--- src/rtl/program_loader.sv ---
// Byte-stream program loader: parses a counted stream of 19-bit words and writes
// them to instruction memory at 3-byte strides, holding the CPU until the checksum verifies.
module program_loader (
  input  logic        clk,
  input  logic        reset,
  input  logic [7:0]  rx_data,
  input  logic        rx_valid,
  output logic        rx_ready,
  input  logic        restart,
  output logic        imem_we,
  output logic [15:0] imem_addr,
  output logic [18:0] imem_wdata,
  output logic        cpu_hold,
  output logic        done,
  output logic        error,
  output logic [15:0] words_loaded
);

  typedef enum logic [3:0] {
    IDLE, CNT_HI, CNT_LO, B2, B1, B0, WRITE, CHK, DONE, ERR
  } state_t;

  state_t      state_q, state_d;
  logic [15:0] cnt_q, cnt_d;
  logic [15:0] words_q, words_d;
  logic [15:0] addr_q, addr_d;
  logic [18:0] word_q, word_d;
  logic [7:0]  xor_q, xor_d;
  logic        done_q, done_d;
  logic        error_q, error_d;
  logic        take;
  logic [15:0] cnt_full;
  logic [15:0] words_inc;

  assign cnt_full  = {cnt_q[15:8], rx_data};
  assign words_inc = words_q + 16'd1;

  always_comb begin
    state_d  = state_q;
    cnt_d    = cnt_q;
    words_d  = words_q;
    addr_d   = addr_q;
    word_d   = word_q;
    xor_d    = xor_q;
    rx_ready = 1'b0;
    imem_we  = 1'b0;

    case (state_q)
      IDLE, CNT_HI, CNT_LO, B2, B1, B0, CHK: rx_ready = 1'b1;
      default:                              rx_ready = 1'b0;
    endcase
    take = rx_valid && rx_ready;

    case (state_q)
      IDLE: begin
        if (take && rx_data == 8'hA5) begin
          state_d = CNT_HI;
          words_d = 16'd0;
          addr_d  = 16'd0;
          xor_d   = 8'd0;
        end
      end
      CNT_HI: begin
        if (take) begin
          cnt_d   = {rx_data, 8'h00};
          xor_d   = xor_q ^ rx_data;
          state_d = CNT_LO;
        end
      end
      CNT_LO: begin
        if (take) begin
          cnt_d = cnt_full;
          xor_d = xor_q ^ rx_data;
          // 0x5555 words is the most that fits below the top of the 16-bit address space
          if (cnt_full > 16'h5555)    state_d = ERR;
          else if (cnt_full == 16'd0) state_d = CHK;
          else                        state_d = B2;
        end
      end
      B2: begin
        if (take) begin
          xor_d = xor_q ^ rx_data;
          if (rx_data[7:3] != 5'd0) begin
            state_d = ERR;
          end else begin
            word_d  = {rx_data[2:0], 16'h0000};
            state_d = B1;
          end
        end
      end
      B1: begin
        if (take) begin
          xor_d         = xor_q ^ rx_data;
          word_d[15:8]  = rx_data;
          state_d       = B0;
        end
      end
      B0: begin
        if (take) begin
          xor_d        = xor_q ^ rx_data;
          word_d[7:0]  = rx_data;
          state_d      = WRITE;
        end
      end
      WRITE: begin
        imem_we = 1'b1;
        words_d = words_inc;
        addr_d  = addr_q + 16'd3;
        state_d = (words_inc == cnt_q) ? CHK : B2;
      end
      CHK: begin
        if (take) state_d = (rx_data == xor_q) ? DONE : ERR;
      end
      DONE, ERR: begin
        if (restart) begin
          state_d = IDLE;
          words_d = 16'd0;
          addr_d  = 16'd0;
          xor_d   = 8'd0;
        end
      end
      default: state_d = IDLE;
    endcase

    done_d  = (state_d == DONE);
    error_d = (state_d == ERR);
  end

  always_ff @(posedge clk) begin
    if (!reset) begin
      state_q <= IDLE;
      cnt_q   <= 16'd0;
      words_q <= 16'd0;
      addr_q  <= 16'd0;
      word_q  <= 19'd0;
      xor_q   <= 8'd0;
      done_q  <= 1'b0;
      error_q <= 1'b0;
    end else begin
      state_q <= state_d;
      cnt_q   <= cnt_d;
      words_q <= words_d;
      addr_q  <= addr_d;
      word_q  <= word_d;
      xor_q   <= xor_d;
      done_q  <= done_d;
      error_q <= error_d;
    end
  end

  assign imem_addr    = addr_q;
  assign imem_wdata   = word_q;
  assign words_loaded = words_q;
  assign done         = done_q;
  assign error        = error_q;
  assign cpu_hold     = (state_q != DONE);

endmodule

--- config.mk ---
export PLATFORM = sky130hd
export DESIGN_NAME = program_loader
export DESIGN_NICKNAME = d
export VERILOG_FILES = /design/src/rtl/program_loader.sv
export SDC_FILE = /design/constraint.sdc
export NUM_CORES = 1
export LEC_CHECK = 0
export CAP_MARGIN = 20
export CORE_UTILIZATION = 59
export DETAILED_ROUTE_END_ITERATION = 12
export HOLD_SLACK_MARGIN = 0.1
export MAX_ROUTING_LAYER = met4
export PLACE_DENSITY = 0.95
export SLEW_MARGIN = 10
export SYNTH_ARGS = -nofsm -noshare
export SYNTH_HDL_FRONTEND = slang
export SYNTH_SLANG_ARGS = --single-unit
--- constraint.sdc ---
create_clock -name clk -period 7.05 [get_ports clk]
set_input_delay 1.41 -clock clk [delete_from_list [all_inputs] [get_ports clk]]
set_output_delay 1.41 -clock clk [all_outputs]
set_load 0.01 [all_outputs]
==> flow_summary.toml, run 1 <==
[global_route]
grt_use_met3_pct = 4.66
use_met1_pct = 36.4
grt_pass1_wl_mm = 18.5
grt_remaining_overflow = 0
gr-usage-met2_pct = 52.4
grt_usage_pct = 30.9
antenna_found_initial = 0
grt_pass1_vias = 4010
grt_max_degree = 44
grt.busiest_layer = "met2"

[placed_design]
io_buffers = 67
dp_hpwl_mm = 8.05
gp_congestion = 0.905

[final_layout]
final_util_pct = 73.2
layout_commonest_cell = "dfxtp_1"
drive_gt1_share_pct = 4.75
fill_cells = 544
diodes = 0
fin_nets = 620
final_cell_mix = "dfxtp_1 (81), a21oi_1 (69), clkdlybuf4s50_1 (67)"
area_growth_pct = 19.7

[critical_path]
end_kind = "register"
cp.required_ns = 7.34
crit_path_max_fanout = 12
arrival_ns = 4.56
critPathLaunchType = "input port"
critPathKind = "input port to register"

[status]
status = "finished clean"

[sta]
fmax_mhz = 234
fin_crit_ns = 4.27
fin_setup_tns_ns = 0
setup_viol = 0
slew_viol_final = 0
finalHoldViolations = 0
period_share_pct = 60.6
max_slew.worst_pin.slew_ns = 1.07
skew_ns = 0.0184
rsz0062_at_grt = "false"
slew_headroom_pct = 28.2

[floorplanning]
rows = 31
die-area_mm2 = 0.00787
initial_core_util_pct = 61.2
die-height_um = 88.7
coreArea_mm2 = 0.00725
chipWidth_um = 88.7
io_pins = 68

[clocking]
clockBufferDepth = 2
cts_buffers = 9
clock_latency_ns = 0.38
htreeDepth = 3
clockRootBuffer = "clkbuf_8"
ctsHoldBuffers = 0
cts_sinks = 81
path_clk_slew_ns = 0.10
cts_setup_buffers = 0
cts_tree = "yes"
ctsResizeCount = 0

[synth]
synth_top_area_share_pct = 36.5
synthCells = 563
synth.net_count = 577
synth_edf_count = 0
synth_area_mm2 = 0.00444
synth_area_leaders = "dfxtp_1 (37%), a21oi_1 (7.8%), xnor2_1 (6.7%), nor2_1 (4.6%), nand2_1 (4.4%)"
yosys_warnings = 0
ys_seq_area_share_pct = 36.5
async_flop_share_pct = 0
synth_cell_types = 53
synth_ff_type = "dfxtp_1"
synth_seq_cells = 81
syn_avg_cell_area_um2 = 7.88
yosysTopAreaCell = "dfxtp_1"

[pwr]
p_leak_nw = 1.69
pwr_density_cell_mw_per_mm2 = 153
ir_drop_v = 0.000124

[route]
ant_nets = 0
totalWireLength_mm = 11.6
via_per_inst = 6.18
drc = 0
dr_total_vias = 4388
first_pass_iters = 5
wl_per_cell_um = 16.3
drt_iter0_markers = 368

[worst_hold_path]
hold_path_class = "register to register"

[flow_run]
max_cap_violations = 0
[per-layer routing]
metal  vias up  part of all wire [%]
met1      2073                    42
met5         -                     0
li1       2074                     -
met2       200                    49
met4         0                   2.7
met3        41                   6.4
[sequential cells by signal (all words and copies together) (netlist names)]
register      flops
done              1
state_q           4
error             1
words_loaded     16
cnt_q            16
xor_q             8
imem_addr        16
imem_wdata       19
[logic make-up (layout without fill, tap and decap cells)]
kind of cell | count (synthesis) | count (layout) | share of synthesized area, %
adders and majority gates | 2 | 2 | 0.564
muxes | 1 | 1 | 0.226
DFF | 81 | 81 | 36.5
xor gates and xnor gates | 53 | 53 | 10.5
buffers and inverters | 50 | 98 | 4.62
and+or+nand+nor | 246 | 246 | 29.3
AOI/OAI and AO/OA | 130 | 130 | 18.3
[critical path, stage by stage]
cell and delay (ns):
clkdlybuf4s50_1 0.66, nand4bb_1 0.36, a2111o_1 0.49, a21oi_1 0.85, nand4_1 0.24, or3_1 0.41
a21oi_1 0.14
[per-stage QoR]
step                      instance area (um2)  hold WS, ns  power, mW  setup WS, ns  cells
after floorplan                          4440        0.443      0.489          3.77    563
after global placement                   5080        0.439      0.499          2.46    691
after detailed placement                 5090        0.444      0.501          2.47    692
after CTS                                5280        0.458      0.811          2.85    708
after global routing                     5310        0.486      0.836          2.60    710
final                                    5310        0.455      0.813          2.78    710
[synth_stat cells, types with 4 or more instances]
cell / instances
a21oi_1: 69
nand3_1: 23
nor2b_1: 9
a21o_1: 4
nor3_1: 18
o21ai_0: 24
nor4_1: 11
buf_2: 8
o31ai_1: 4
nor2_1: 54
nand3b_1: 25
clkbuf_1: 29
dfxtp_1: 81
xor2_1: 19
or3_1: 6
nand2b_1: 6
xnor2_1: 34
nor3b_1: 9
nand2_1: 52
inv_1: 10
or2_2: 4
nand4_1: 8
and3_1: 6
[worst paths after layout]
path                            depth (start not counted)            from              to  slack (ns)
worst max-delay path                                    7      rx_data[3]   imem_addr[12]        2.78
worst min-delay path                                    2  imem_wdata[12]  imem_wdata[12]        0.45
worst max register to register                          6      state_q[0]   imem_addr[12]        3.91
worst min register to register                          2  imem_wdata[12]  imem_wdata[12]        0.45
[where the power goes]
group          internal (mW)  total [mW]  switching (mW)
logic                 0.0126      0.0351          0.0225
registers              0.457       0.458        0.000339
clock network          0.133       0.320           0.187
total                  0.603       0.813           0.210
[final cells by class]
cell class | instances | area [um2] | area share [%]
clock buffers | 9 | 124 | 2.33
clock inverters | 7 | 60.1 | 1.13
inverters | 11 | 41.3 | 0.778
multi-input cells | 432 | 2610 | 49.2
flip-flops and latches | 81 | 1620 | 30.5
well taps | 99 | 124 | 2.33
repair buffers | 71 | 726 | 13.7
Power figures use the tool's default switching activity.
==> run 2, diff against run 1 <==
--- a/config.mk
+++ b/config.mk
@@ -6,11 +6,11 @@
 export NUM_CORES = 1
 export LEC_CHECK = 0
 export CAP_MARGIN = 20
-export CORE_UTILIZATION = 59
+export CORE_UTILIZATION = 54
 export DETAILED_ROUTE_END_ITERATION = 12
 export HOLD_SLACK_MARGIN = 0.1
 export MAX_ROUTING_LAYER = met4
-export PLACE_DENSITY = 0.95
+export PLACE_DENSITY = 0.9
 export SLEW_MARGIN = 10
 export SYNTH_ARGS = -nofsm -noshare
 export SYNTH_HDL_FRONTEND = slang
==> constraint.sdc (replaced) <==
create_clock -name clk -period 4.5 [get_ports clk]
set_input_delay 0.9 -clock clk [delete_from_list [all_inputs] [get_ports clk]]
set_output_delay 0.9 -clock clk [all_outputs]
set_load 0.01 [all_outputs]
==> run 2 against run 1 <==
  * Worst hold slack worse by 0.00058 ns
  * Cell area up 0.64%
  * Clock-buffer cell count unchanged
  * Combinational power up 62%
  * Routed wire length down 1.3%
  * Clock power up 72%
  * Die area up 9.1%
  * Final cell count up 1.1%
  * First-iteration DRC count down 8.2%
  * Non-clock buffer count up 5
  * Sequential cell count unchanged
  * Critical path type unchanged
  * Critical endpoint is now imem_wdata[15]
  * Largest cell class unchanged
==> flow_summary.toml, run 2 (synthesis gave the netlist of run 1 again) <==
[critical_path]
critPathTopFamily = "compound AO/OA/AOI/OAI gates"
end_kind = "register"
cp.required_ns = 4.79
crit_path_max_fanout = 16
cp_num_buf_inv = 1
reg2regPathDepth = 5
critPathLaunchType = "input port"
r2r_end = "imem_wdata[15]"
r2r-start = "state_q[2]"
arrival_ns = 3.63
startpoint = "rx_data[5]"
slowest_delay_ns = 0.64
path_cells = "clkdlybuf4s50_1 > or4_4 > a2111oi_4 > a22oi_1 > nand3b_1 > a21oi_1"
crit_end = "imem_wdata[15]"
r2r_slack_ns = 1.47
cp.depth = 6
critPathKind = "input port to register"
critPathSlowestCell = "clkdlybuf4s50_1"

[clocking]
path_clk_slew_ns = 0.08
clockRootBuffer = "clkbuf_8"
htreeDepth = 3
ctsResizeCount = 0
clockBufferDepth = 2
clock_latency_ns = 0.37
ctsHoldBuffers = 0
cts_setup_buffers = 0
cts_tree = "yes"
cts_sinks = 81
cts_buffers = 9

[global_route]
antenna_found_initial = 0
grt_max_degree = 44
grt_remaining_overflow = 0
grt_usage_pct = 28.3
grt_pass1_wl_mm = 19.0
grt_pass1_vias = 4087

[floorplanning]
chipWidth_um = 92.6
io_pins = 68
die-area_mm2 = 0.00858
rows = 32
coreArea_mm2 = 0.00785
initial_core_util_pct = 56.5
die-height_um = 92.6

[status]
status = "finished clean"

[pwr]
p_leak_nw = 1.72
pwr_density_cell_mw_per_mm2 = 248
ir_drop_v = 0.000189
power_mw = 1.32

[route]
drt_iter0_markers = 338
wl_per_cell_um = 15.9
ant_nets = 0
totalWireLength_mm = 11.4
first_pass_iters = 6
via_per_inst = 6.01
drc = 0
dr_total_vias = 4317

[final_layout]
drive_gt1_share_pct = 5.52
final_cell_mix = "dfxtp_1 (81), a21oi_1 (69), clkdlybuf4s50_1 (67)"
layout_commonest_cell = "dfxtp_1"
diodes = 0
largest_reg_flops = 19
area_growth_pct = 20.4
fin_nets = 625

[sta]
fin_ws_ns = 1.17
period_share_pct = 74.1
finalHoldViolations = 0
slew_viol_final = 0
rsz0062_at_grt = "false"
max_slew.worst_pin.slew_ns = 0.993
setup_viol = 0
fin_setup_tns_ns = 0
skew_ns = 0.0138
fmax_mhz = 300
slew_headroom_pct = 33.3
fin_crit_ns = 3.33

[placed_design]
dp_worst_setup_slack_ns = 0.852
dp_hpwl_mm = 7.86
io_buffers = 67
gp_congestion = 0.846

[worst_hold_path]
hold_path_class = "register to register"
holdPathStages = 2

[flow_run]
max_cap_violations = 0
run 2: changes by cell type in the layout (fill, tap and decap cells not counted), sizes merged:
cell / delta
bufinv: +1
inv: -1
buf: +5
run 2: final cells by class:
class | count | area (um2)
Fill cell | 647 | 2500
Sequential cell | 81 | 1620
Clock inverter | 7 | 77.6
Tap cell | 102 | 128
Clock buffer | 9 | 124
Inverter | 11 | 41.3
Timing Repair Buffer | 76 | 738
Multi-Input combinational cell | 432 | 2610
run 2: worst min-delay path by stage:
stage,startpoint,to,slack [ns]
6_report,imem_wdata[0],imem_wdata[0],0.45
5_1_grt,imem_wdata[4],imem_wdata[4],0.47
4_1_cts,imem_wdata[0],imem_wdata[0],0.46
3_5_place_dp,imem_wdata[0],imem_wdata[0],0.45
3_3_place_gp,imem_wdata[13],imem_wdata[13],0.44
2_1_floorplan,cnt_q[4],cnt_q[4],0.44
run 2: worst register-to-register path, stage by stage (launching register included):
cell and delay (ns):
dfxtp_1 0.80, nand2b_1 0.28, nor3_1 0.82, a22oi_1 0.56, nand3b_1 0.31, a21oi_1 0.19
run 2: layer usage:
layer | vias to the layer above | routed length [um] | part of all wire, % | global-route usage (%)
li1 | 2089 | - | - | -
met1 | 1992 | 4880 | 43 | 34.5
met2 | 199 | 5350 | 47 | 45.8
met3 | 37 | 894 | 7.8 | 6.24
met4 | 0 | 320 | 2.8 | 10.8
met5 | - | 0 | 0 | -
run 2: through the flow:
| step | cell area (um2) | cells | utilization (%) | hold WS, ns |
|---|---|---|---|---|
| global placement | 5140 | 702 | 65.5 | 0.438 |
| detailed placement | 5140 | 702 | 65.5 | 0.446 |
| global route | 5340 | 718 | 68.1 | 0.472 |
| CTS | 5340 | 718 | 68.1 | 0.458 |
| floorplan | 4440 | 563 | - | 0.443 |
| finish | 5340 | 718 | 68.1 | 0.454 |
run 2: power by group:
part	switching (mW)	internal (mW)	leakage, nW
registers	0.000506	0.716	0.652
clock network	0.289	0.261	0.100
logic	0.0365	0.0202	0.967
total	0.326	0.997	1.72
==> run 3, diff against run 2 <==
==> constraint.sdc (replaced) <==
create_clock -name clk -period 3.3 [get_ports clk]
set_input_delay 0.66 -clock clk [delete_from_list [all_inputs] [get_ports clk]]
set_output_delay 0.66 -clock clk [all_outputs]
set_load 0.01 [all_outputs]
==> run 3 against run 2 <==
  * Register-to-register slack worse by 0.93 ns
  * Cell area grew 2.0%
  * Clock power grew 37%
  * Die area unchanged
  * Largest power group unchanged
==> flow_summary.toml, run 3 (synthesis gave the netlist of run 1 again) <==
[clocking]
clockRootBuffer = "clkbuf_8"
path_clk_slew_ns = 0.10
clockBufferDepth = 2
ctsResizeCount = 0
cts_sinks = 81
htreeDepth = 3
cts_setup_buffers = 0
clock_latency_ns = 0.36
cts_buffers = 9
cts_tree = "yes"
ctsHoldBuffers = 0

[worst_hold_path]
min_from = "imem_wdata[1]"
holdPathStages = 2
hold_path_class = "register to register"

[critical_path]
critPathKind = "input port to register"
startpoint = "rx_data[5]"
reg2regPathDepth = 7
crit_path_max_fanout = 9
cp.required_ns = 3.59
r2r-start = "words_loaded[0]"
end_kind = "register"
arrival_ns = 3.07
critPathLaunchType = "input port"

[route]
drc = 0
dr_total_vias = 4400
ant_nets = 0
first_pass_iters = 7
totalWireLength_mm = 11.8
drt_iter0_markers = 350
wl_per_cell_um = 16.2
via_per_inst = 6.04

[floorplanning]
io_pins = 68
die-height_um = 92.6
initial_core_util_pct = 56.5
chipWidth_um = 92.6
rows = 32
die-area_mm2 = 0.00858
coreArea_mm2 = 0.00785

[placed_design]
dp_hpwl_mm = 8.29
dpl-instance-area_mm2 = 0.00525
dp_worst_setup_slack_ns = 0.186
gp_congestion = 0.909
io_buffers = 67

[sta]
slew_headroom_pct = 34.5
fmax_mhz = 360
max_slew.worst_pin.slew_ns = 0.983
period_share_pct = 84.2
slew_viol_final = 0
fin_ws_ns = 0.520
setup_viol = 0
rsz0062_at_grt = "false"
skew_ns = 0.0112
fin_crit_ns = 2.78
fin_setup_tns_ns = 0
finalHoldViolations = 0
hold_slack_ns = 0.459

[pwr]
pwr_density_cell_mw_per_mm2 = 333
ir_drop_v = 0.000241
p_leak_nw = 1.78

[final_layout]
largest_reg_flops = 19
drive_gt1_share_pct = 7.18
area_growth_pct = 22.8
multiInputGateArea_mm2 = 0.00261
fin_nets = 636
final_cell_mix = "dfxtp_1 (81), a21oi_1 (69), clkdlybuf4s50_1 (67)"
final_util_pct = 69.4
finalInstanceArea_mm2 = 0.00545
fill_cells = 621
layout_commonest_cell = "dfxtp_1"
diodes = 0
register_area_mm2 = 0.00162

[global_route]
grt_remaining_overflow = 0
grt_max_degree = 33
grt_pass1_wl_mm = 19.8
grt_usage_pct = 29.4
grt_pass1_vias = 4112
antenna_found_initial = 0

[flow_run]
max_cap_violations = 0

[status]
status = "finished clean"
[run 3: changes by cell type in the layout (fill, tap and decap cells not counted), sizes merged]
cell	change
buf	+11
clkinvlp	+1
inv	-1
[run 3: area by class of cell]
cell class                 instances  share of cell area [%]
clock buffer                       9                    2.27
tap                              102                    2.34
timing repair buffer              87                    15.4
clock inverter                     7                    1.47
inverter                          11                   0.758
sequential                        81                    29.8
multi-input combinational        432                    48.0
[run 3: per-stage QoR]
stage	cells	power (mW)
3_5_place_dp	713	1.08
4_1_cts	729	1.82
2_1_floorplan	563	1.04
3_3_place_gp	712	1.08
5_1_grt	729	1.87
6_report	729	1.81
[run 3: final timing paths]
path	endpoint	slack (ns)
setup / recovery	error	0.52
hold / removal	imem_wdata[1]	0.46
setup reg to reg	state_q[2]	0.54
hold reg to reg	imem_wdata[1]	0.46
[run 3: power by group]
part	switching [mW]	internal (mW)	total, mW
clock	0.395	0.356	0.751
combinational	0.0514	0.0335	0.0849
sequential	0.000637	0.977	0.977
total	0.447	1.37	1.81
[run 3: worst max-delay path, cell delays in order]
cell and delay [ns]:
clkdlybuf4s50_1 0.45, buf_4 0.20, or4_1 0.50, o311ai_0 0.65
and4_1 0.31, o21a_1 0.15, nor2b_1 0.14
[run 3: metal layers]
metal	track usage, %	routed length, um	up-vias
met1	36.3	4970	2033
met2	48.6	5660	227
li1	-	-	2101
met3	5.58	917	39
met5	-	0	-
met4	9.10	266	0
